**src/rtl/mul_pkg.sv**
```systemverilog
// Shared definitions for the sequential Booth multiplier.
package mul_pkg;

    localparam int unsigned WIDTH = 32;
    localparam int unsigned STEPS = 32;
    localparam int unsigned CNT_W = 5;

    // Sequencer states; encodings are fixed so other blocks can decode them.
    typedef enum logic [1:0] {
        S_IDLE = 2'd0,
        S_RUN  = 2'd1,
        S_DONE = 2'd2
    } state_t;

    // Booth select codes taken from {Qr[0], q_1}.
    localparam logic [1:0] BOOTH_NOP0 = 2'b00;
    localparam logic [1:0] BOOTH_ADD  = 2'b01;
    localparam logic [1:0] BOOTH_SUB  = 2'b10;
    localparam logic [1:0] BOOTH_NOP1 = 2'b11;

endpackage

```
**src/rtl/adder_32_bit.sv**
```systemverilog
// 32-bit ripple-style adder with carry in/out, shared by the multiplier.
module adder_32_bit (
    input  logic [31:0] a,
    input  logic [31:0] b,
    input  logic        cin,
    output logic [31:0] sum,
    output logic        cout
);

    logic [32:0] w_full;

    // Plain 33-bit add; carry out is the top bit.
    always_comb begin
        w_full = {1'b0, a} + {1'b0, b} + {32'd0, cin};
        sum    = w_full[31:0];
        cout   = w_full[32];
    end

endmodule

```
**src/rtl/booth_mul_seq.sv**
```systemverilog
// Multi-cycle signed 32x32 radix-2 Booth multiplier sharing one 32-bit adder.
module booth_mul_seq
    import mul_pkg::*;
#(
    parameter int unsigned WIDTH = mul_pkg::WIDTH,
    parameter int unsigned STEPS = mul_pkg::STEPS
) (
    input  logic             clk,
    input  logic             rst,
    input  logic             start,
    input  logic [WIDTH-1:0] multiplicand,
    input  logic [WIDTH-1:0] multiplier,
    output logic             busy,
    output logic             done,
    output logic [WIDTH-1:0] hi,
    output logic [WIDTH-1:0] lo
);

    state_t             r_state;
    state_t             w_state_next;
    logic [WIDTH-1:0]   r_a;
    logic [WIDTH-1:0]   r_qr;
    logic               r_q1;
    logic [WIDTH-1:0]   r_m;
    logic [CNT_W-1:0]   r_count;
    logic [WIDTH-1:0]   r_hi;
    logic [WIDTH-1:0]   r_lo;

    logic [WIDTH-1:0]   w_b;
    logic               w_cin;
    logic [WIDTH-1:0]   w_sum;
    logic               w_cout;
    logic               w_sign;
    logic               w_accept;
    logic               w_last;
    logic [WIDTH-1:0]   w_a_next;
    logic [WIDTH-1:0]   w_qr_next;

    assign w_accept = start && (r_state == S_IDLE || r_state == S_DONE);
    assign w_last   = (r_state == S_RUN) && (r_count == CNT_W'(STEPS - 1));

    // Booth operand select: add M, subtract M (invert + carry in) or pass A.
    always_comb begin
        w_b   = '0;
        w_cin = 1'b0;
        case ({r_qr[0], r_q1})
            BOOTH_ADD: begin
                w_b   = r_m;
                w_cin = 1'b0;
            end
            BOOTH_SUB: begin
                w_b   = ~r_m;
                w_cin = 1'b1;
            end
            default: begin
                w_b   = '0;
                w_cin = 1'b0;
            end
        endcase
    end

    adder_32_bit u_adder (
        .a    (r_a),
        .b    (w_b),
        .cin  (w_cin),
        .sum  (w_sum),
        .cout (w_cout)
    );

    // True 33-bit sign of the sum, so M = 0x80000000 shifts in correctly.
    always_comb begin
        w_sign    = r_a[WIDTH-1] ^ w_b[WIDTH-1] ^ w_cout;
        w_a_next  = {w_sign, w_sum[WIDTH-1:1]};
        w_qr_next = {w_sum[0], r_qr[WIDTH-1:1]};
    end

    // State register.
    always_ff @(posedge clk or posedge rst) begin
        if (rst) begin
            r_state <= S_IDLE;
        end else begin
            r_state <= w_state_next;
        end
    end

    // Next-state logic.
    always_comb begin
        w_state_next = r_state;
        case (r_state)
            S_IDLE:  w_state_next = start ? S_RUN : S_IDLE;
            S_RUN:   w_state_next = w_last ? S_DONE : S_RUN;
            S_DONE:  w_state_next = start ? S_RUN : S_IDLE;
            default: w_state_next = S_IDLE;
        endcase
    end

    // Working registers: load on accept, one Booth step per RUN edge.
    always_ff @(posedge clk or posedge rst) begin
        if (rst) begin
            r_a     <= '0;
            r_qr    <= '0;
            r_q1    <= 1'b0;
            r_m     <= '0;
            r_count <= '0;
        end else if (w_accept) begin
            r_a     <= '0;
            r_qr    <= multiplier;
            r_q1    <= 1'b0;
            r_m     <= multiplicand;
            r_count <= '0;
        end else if (r_state == S_RUN) begin
            r_a     <= w_a_next;
            r_qr    <= w_qr_next;
            r_q1    <= r_qr[0];
            r_count <= r_count + 1'b1;
        end
    end

    // Result registers update only on the final step of a completed run.
    always_ff @(posedge clk or posedge rst) begin
        if (rst) begin
            r_hi <= '0;
            r_lo <= '0;
        end else if (w_last) begin
            r_hi <= w_a_next;
            r_lo <= w_qr_next;
        end
    end

    assign busy = (r_state == S_RUN);
    assign done = (r_state == S_DONE);
    assign hi   = r_hi;
    assign lo   = r_lo;

endmodule
```
**config.mk**
```make
export PLATFORM = sky130hd
export DESIGN_NAME = booth_mul_seq
export DESIGN_NICKNAME = d
export VERILOG_FILES = /design/src/rtl/mul_pkg.sv /design/src/rtl/adder_32_bit.sv /design/src/rtl/booth_mul_seq.sv
export SDC_FILE = /design/constraint.sdc
export NUM_CORES = 1
export LEC_CHECK = 0
export ABC_AREA = 1
export CORE_UTILIZATION = 50
export DETAILED_ROUTE_END_ITERATION = 6
export DONT_BUFFER_PORTS = 1
export MAX_ROUTING_LAYER = met4
export PLACE_DENSITY = 0.71
export SKIP_LAST_GASP = 1
export SLEW_MARGIN = 15
export SYNTH_ARGS = -nofsm -noshare
export SYNTH_HDL_FRONTEND = slang
export SYNTH_HIERARCHICAL = 1
export SYNTH_SLANG_ARGS = --single-unit
```
**constraint.sdc**
```tcl
create_clock -name clk -period 8.7 [get_ports clk]
set_input_delay 2.61 -clock clk [delete_from_list [all_inputs] [get_ports clk]]
set_output_delay 2.61 -clock clk [all_outputs]
set_load 0.01 [all_outputs]
```
==> run metrics, run 1 <==
Syn. warnings 6; core area 18000 sq um; max cap viols 0; final hold violation count 0; area grow syn2layout 7.53%; vias 7449; Post-Syn Area between 9000 and 10000 sq um; Final Cycle Share approximately 50%; area leader, netlist dfrtp_1; crit path DAT 4680 ps; Worst Max-Slew Pin Slew 1040 ps; setup TNS 0 ps; Design Power ~4.7 mW; Fin Hold WS 496 ps; Vias/cell around 5.1; Final ANT Viol Nets 0; flops & latches, synth between 150 and 200; depth of the CTS H-tree 4; grt met3 use about 4.0%; Die Width approximately 140 um; Synth cell types 32; I/O pins ~130; CTS tree done; detailed placer's ending HPWL about 15 mm; cell count after synthesis 1247; Clk Latency, worst-skew pair approximately 430 ps; DRC Markers 0; Setup crit start kind primary input; met2 GRT Util between 30 and 40%; RSZ-0062 raised after global routing no; type of the worst min-delay path reg2reg; Rows 49; number of diodes 0; post-route minimum period between 4000 and 5000 ps; Final Instance Area 9880 sq um; Die Y-Extent 138 um; crit path capture type flip-flop; number of DRC markers in iteration 0 ~460; layout cells sized above 1 4.68%; GR peak layer met2; Final Net Count about 1300; die footprint roughly 19000 sq um; Final Util a little over half; Peak VDD IR just over 0.2 mV; setup violators final 0; Leakage between 5 and 6 nW; initial antenna violation count 0; Post-Route WL 21.1 mm; post-synth top area share 45.8%; post-cts repair resize count 0; Required @ worst endpoint between 9000 and 10000 ps; routed length per instance 14.4 um; CTS clk-pin slew, worst paths approximately 70 ps; first-pass GRT wire length ~34 mm; drt pass-1 iters 5; most frequent cells in the layout 500 x nand2_1, 193 x inv_1, 168 x dfrtp_1; CTS Root Cell clkbuf_16; most common cell after layout, fill and taps aside nand2_1; clk buf depth 2; register area share after synthesis about 46%; highest net fanout along the worst path 35; gr usage total 23.8%; final worst slack 4370 ps; final non-filler cell total 1469; met1 usage between 30% and 40%; Cell Pwr Density between 400 and 500 nW/um^2; Max Clock Skew approximately 9.8 ps; Mean Syn Cell Area 7.37 sq um; grt total ovfl 0; effective utilization at floorplan 51.1%; Post-CTS Hold Buffers 0; Max Freq 0.231 GHz; post-synthesis net count 1349; Slew Limit Fails 0; top post-synthesis cells by area dfrtp_1 46%, nand2_1 20%, inv_1 7.9%, o21ai_0 5.7%, ha_1 4.5%; vias in the first global route slightly below 7000; Post-CTS Setup Bufs 0; Slew HR 30.4%; dpl cells 1437; Placement Cell Area approximately 9300 sq um; GP Congestion a little over 0.9; Buffers on Ports 0; CTS Buf Count 17; status complete, no violations; CP Class in2reg; post-placement worst setup slack around 4000 ps; clock sink count ~170; largest net degree at the start of global routing 117
[worst max-delay path, stage by stage]
cell and delay [ps]:
nand2_2 510, nand2_2 600, inv_2 690, nand2_1 110
o21ai_0 110
[cells by family (layout without fill, tap and decap cells)]
family          Yosys count  after routing  share of synthesized area [%]
simple gates            600            600                           25.6
fa+ha+maj                35             35                           4.93
flops                   168            168                           45.8
compound gates          189            189                           11.9
buf+inv                 240            233                           10.4
xor+xnor                 15             15                           1.43
[synthesized netlist by cell type]
| cell | instances |
|---|---|
| nand2_1 | 500 |
| inv_1 | 194 |
| dfrtp_1 | 168 |
| o21ai_0 | 105 |
| nor2_1 | 45 |
| ha_1 | 33 |
| o221ai_1 | 32 |
| nand3_1 | 31 |
| a21oi_1 | 22 |
| o21ai_1 | 22 |
| buf_2 | 19 |
| clkbuf_1 | 19 |
| xor2_1 | 14 |
| nand2_2 | 10 |
| nor3_1 | 5 |
| buf_6 | 4 |
| o21ai_2 | 4 |
| nand4_1 | 3 |
| fa_1 | 2 |
| inv_2 | 2 |
| nor2_2 | 2 |
| a21o_1 | 1 |
| a22o_1 | 1 |
| buf_1 | 1 |
| inv_4 | 1 |
| nand3_2 | 1 |
| nand3b_1 | 1 |
| nor3b_1 | 1 |
| o21bai_1 | 1 |
| o22ai_1 | 1 |
| or2_1 | 1 |
| xnor2_1 | 1 |
[area by class of cell]
| class | instances | area [sq um] |
|---|---|---|
| fillers | 1739 | 8080 |
| flip-flops and latches | 168 | 4200 |
| multi-input cells | 839 | 4030 |
| inverters | 197 | 748 |
| clock buffers | 17 | 425 |
| well taps | 229 | 287 |
| clock inverters | 15 | 151 |
| repair buffers | 4 | 30.0 |
[state kept, by name (all words and copies together), names as in the netlist]
| name | cells |
|---|---|
| r_qr | 32 |
| lo | 32 |
| r_state | 2 |
| r_q1 | 1 |
| r_m | 32 |
| r_a | 32 |
| r_count | 5 |
| hi | 32 |
[power breakdown]
part           switching [mW]  internal (mW)
Combinational            1.71          0.850
Clock                   0.360          0.383
Sequential              0.264           1.16
[worst paths after layout]
| path | start | to | slack [ps] | cells after the start |
|---|---|---|---|---|
| setup / recovery | start | r_a[19] | 4370 | 5 |
| min in group asynchronous | rst | r_qr[6] | 2260 | 1 |
| setup reg to reg | r_qr[0] | r_a[31] | 4860 | 22 |
| hold / removal | r_a[24] | r_a[24] | 500 | 2 |
| max in group asynchronous | rst | hi[12] | 5100 | 2 |
| hold reg to reg | r_a[24] | r_a[24] | 500 | 2 |
[per-layer routing]
metal | vias up | share of wire [%]
li1 | 3837 | -
met1 | 3452 | 49
met2 | 132 | 46
met3 | 28 | 3.9
met4 | 0 | 1.5
met5 | - | 0
Note: power is estimated with default switching activity, not from simulation.
==> inputs of run 2 (changes only) <==
Settings changed: PLACE_DENSITY 0.71 to 0.74.
Clock period 8.7 ns to 3.6 ns, I/O delays scaled along.
==> run 2 against run 1 <==
- core utilization up 0.54 points
- non-clock buffer count rose by 7
- sequential cell count is the same
- sequential share of layout area down 0.41 points
- global-route usage increased by 0.80 points
- largest power group unchanged
==> run metrics, run 2 (synthesis gave the netlist of run 1 again) <==
status complete, no violations; most common cell after layout, fill and taps aside nand2_1; Final ANT Viol Nets 0; final worst slack 605 ps; Post-Route WL ~22 mm; Final Util between 50% and 60%; Peak VDD IR about 0.48 mV; most frequent cells in the layout 500 x nand2_1, 193 x inv_1, 168 x dfrtp_1; post-cts repair resize count 0; Die Y-Extent roughly 140 um; vias around 7600; setup TNS 0 ps; I/O pins 133; final non-filler cell total about 1500; CTS clk-pin slew, worst paths around 70 ps; Final Cycle Share 83.2%; FILL cells about 1700; crit path DAT 3310 ps; vias in the first global route between 7000 and 8000; routed length per instance 14.6 um; largest net degree at the start of global routing roughly 110; CTS tree done; r2r setup slk between 600 and 700 ps; CTS Root Cell clkbuf_16; grt total ovfl 0; Slew HR between 50% and 60%; Cell Pwr Density 1160 nW/um^2; CP Class reg2reg; final hold violation count 0; Post-CTS Setup Bufs 0; Final Net Count between 1000 and 1500; type of the worst min-delay path in2async; Vias/cell around 5; gr usage total between 20% and 30%; initial antenna violation count 0; Final Instance Area ~10000 sq um; Buffers on Ports 0; RSZ-0062 raised after global routing no; setup violators final 0; max cap viols 0; clock sink count 168; Clk Latency, worst-skew pair about 430 ps; GP Congestion 0.961; DRC Markers 0; dpl cells 1444; crit path capture type flip-flop; Design Power 11.5 mW; CTS Buf Count 17; Fin Hold WS around 400 ps; area grow syn2layout 8.58%; post-route minimum period about 3000 ps; post-placement worst setup slack approximately 630 ps; Slew Limit Fails 0; highest net fanout along the worst path 4; Die Width between 100 and 150 um; Placement Cell Area between 9000 and 10000 sq um; Setup crit start kind flip-flop; Leakage 5.48 nW; Rows slightly below 50; drt pass-1 iters 6; detailed placer's ending HPWL 15.5 mm; Post-CTS Hold Buffers 0; effective utilization at floorplan 51.1%; Max Clock Skew roughly 8 ps; Worst Max-Slew Pin Slew between 700 and 800 ps; first-pass GRT wire length approximately 35 mm; layout cells sized above 1 under 10%; core area approximately 18000 sq um; depth of the CTS H-tree 4; Max Freq between 0.3 and 0.4 GHz; Required @ worst endpoint about 3900 ps; number of DRC markers in iteration 0 509; clk buf depth 2; number of diodes 0; die footprint 18900 sq um
-- run 2: changes by cell type in the layout (fill, tap and decap cells not counted), sizes merged --
cell      before  now
bufinv         0    2
clkinvlp       0    3
buf            4   11
inv          204  199
-- run 2: cell type report --
cell class                 instances  area, sq um  area share [%]
clock buffer                      17          425            4.26
clock inverter                    15          173            1.73
inverter                         197          746            7.48
multi-input combinational        839         4030            40.4
sequential                       168         4200            42.1
tap                              229          287            2.87
timing repair buffer              11          108            1.08
-- run 2: worst max-delay path, cell delays in order, from the launching register on --
cell and delay [ps]:
dfrtp_1 410, inv_1 120, nor2_1 70, inv_1 80, o21ai_0 120, fa_1 480, fa_1 450, nand3_1 110
nand3_1 110, nand2_1 100, nand2_2 70, nand3_1 100, nand3_1 100, nand2_1 70, nand2_1 60, inv_1 60
nand2_1 40, nand2_1 80, inv_1 50, nand2_1 50, nand2_1 60, nand2_1 60, nand2_1 50
-- run 2: power by group --
part	switching [mW]	total (mW)	internal, mW
registers	0.684	3.50	2.81
clock network	0.801	1.84	1.04
logic	4.11	6.20	2.09
total	5.60	11.5	5.94
-- run 2: path summary, 6_finish.rpt --
kind / cells after the start / from / endpoint
max: 22 / r_qr[0] / hi[31]
min: 1 / rst / hi[12]
max reg2reg: 22 / r_qr[0] / hi[31]
min reg2reg: 2 / r_a[20] / r_a[20]
max in group asynchronous: 2 / rst / hi[24]
min in group clk: 2 / r_a[20] / r_a[20]
-- run 2: per-layer routing --
layer / up-vias / GRT usage [%] / share of wire (%)
li1: 3857 / - / -
met1: 3564 / 33.0 / 48
met2: 153 / 37.8 / 46
met3: 25 / 4.97 / 4.5
met4: 0 / 7.20 / 1.4
met5: - / - / 0
==> inputs of run 3 (changes only) <==
Settings changed: PLACE_DENSITY 0.74 to 0.71.
Clock period 3.6 ns to 2.85 ns, I/O delays scaled along.
==> run 3 against run 2 <==
- largest cell class is now multi-input combinational cells
- wire length is 3.1% higher
- hold slack worse by 120 ps
- register-to-register slack worse by 480 ps
- maximum frequency is 9.9% higher
- sequential cell count stayed put
- largest power group unchanged
- first-iteration DRC count is 4.7% higher
==> run metrics, run 3 (synthesis gave the netlist of run 1 again) <==
status complete, no violations; depth of the CTS H-tree 4; crit path DAT between 3000 and 4000 ps; detailed placer's ending HPWL 15.7 mm; dpl cells roughly 1500; Cell Pwr Density approximately 1500 nW/um^2; CTS Root Cell clkbuf_16; type of the worst min-delay path in2async; Max Freq between 0.3 and 0.4 GHz; gr usage total 24.9%; die footprint approximately 19000 sq um; grt total ovfl 0; highest net fanout along the worst path 19; core area between 15000 and 20000 sq um; Leakage about 5.7 nW; layout cells sized above 1 10.8%; vias in the first global route between 7000 and 8000; Final Cycle Share between 90% and 100%; met3 wire len a little over 1 mm; post-placement worst setup slack 5.89 ps; initial antenna violation count 0; Required @ worst endpoint 3140 ps; area grow syn2layout 13.7%; effective utilization at floorplan around 51%; CTS tree done; r2r setup slk between 100 and 150 ps; RSZ-0062 raised after global routing yes; final worst slack 124 ps; Rows 49; most frequent cells in the layout 493 x nand2_1, 190 x inv_1, 168 x dfrtp_1; M1 WL 10.8 mm; DRC Markers 0; Final Net Count around 1400; CP Class reg2reg; Die Width 138 um; number of DRC markers in iteration 0 roughly 530; CTS clk-pin slew, worst paths ~60 ps; Post-CTS Hold Buffers 0; Slew HR roughly half; drt pass-1 iters 7; GP Congestion 0.906; FILL cells roughly 1600; Final ANT Viol Nets 0; Placement Cell Area 9530 sq um; Slew Limit Fails 0; first-pass GRT wire length 35.1 mm; final hold violation count 0; number of diodes 0; Fin Hold WS about 280 ps; routed length per instance about 15 um; most common cell after layout, fill and taps aside nand2_1; vias 7711; Peak VDD IR 0.783 mV; Final Instance Area approximately 10000 sq um; Clk Latency, worst-skew pair around 440 ps; clock sink count 168; Setup crit start kind flip-flop; max cap viols 0; end of the worst register-to-register path r_a[28]; Post-Route WL around 22 mm; Reg-to-Reg Start r_q1; post-route minimum period 2730 ps; Max Clock Skew 10.7 ps; I/O pins between 100 and 150; setup violators final 0; depth of the most critical reg-to-reg path 19; max layer used met4; Vias/cell between 5 and 6; final non-filler cell total about 1500; WL met2 ~10 mm; clk buf depth 2; Design Power approximately 16 mW; Worst Max-Slew Pin Slew 724 ps; CTS Buf Count 17; Buffers on Ports 0; crit path capture type flip-flop; largest net degree at the start of global routing 71; Die Y-Extent 138 um
## run 3: changes by cell type in the layout (fill, tap and decap cells not counted), moves of 7 or more
cell	change
a21oi_1	-7
a21oi_2	+7
buf_4	+31
ha_1	-7
nand2_1	-7
nand2_2	+7
o21ai_0	-18
o21ai_1	+12
## run 3: how the worst max path moves through the flow
stage	startpoint	end	slack [ps]	cells past startpoint
finish	r_q1	r_a[28]	120	19
global route	r_q1	r_a[31]	-50	24
CTS	r_qr[0]	r_a[31]	50	22
detailed placement	r_qr[0]	r_a[31]	6	22
global placement	r_qr[0]	hi[31]	120	22
floorplan	rst	hi[0]	-150	1
## run 3: through the flow
stage | TNS [ps] | utilization (%)
after floorplan | -24480 | -
after global placement | 0 | 53.0
after detailed placement | 0 | 53.0
after CTS | 0 | 56.2
after global routing | -136 | 58.1
final | 0 | 58.1
## run 3: layout make-up
cell class / instances / area, sq um / area share, %
clock buffer: 18 / 429 / 4.11
clock inverter: 14 / 139 / 1.33
inverter: 197 / 746 / 7.14
multi-input combinational: 839 / 4230 / 40.5
sequential: 168 / 4200 / 40.3
tap: 229 / 287 / 2.74
timing repair buffer: 47 / 414 / 3.97
## run 3: power by group
group,switching [mW],internal [mW],total (mW),leakage (nW)
Clock,1.03,1.22,2.25,0.275
Sequential,0.905,3.56,4.46,1.87
Combinational,5.57,3.41,8.98,3.53
Total,7.51,8.19,15.7,5.67
## run 3: metal layers
metal | GRT usage (%) | vias to the layer above
met5 | - | -
met4 | 6.04 | 0
met3 | 5.33 | 15
met2 | 37.5 | 169
met1 | 34.2 | 3585
li1 | - | 3942
## run 3: worst max-delay path, stage by stage (launching register included)
cell     delay [ps]
dfrtp_1         400
buf_4           160
nor2_4          110
inv_2            70
buf_12          150
o21ai_2         170
ha_4            250
buf_4           130
nand2_1         100
inv_1            80
nand2_1          80
inv_1            60
a21oi_1         140
nand2_1         190
nand2_1         160
nand2_1          60
nand2_1          60
nand2_1          50
inv_1            70
o21ai_0          80
## run 3: timing repair
action / in CTS / in global routing
pin swaps: 0 / 22
setup endpoints to repair: 1 / 29
gates resized for setup: 1 / 66
cloned: 0 / 1
setup buffers: 0 / 19
hold endpoints to repair: 0 / 0
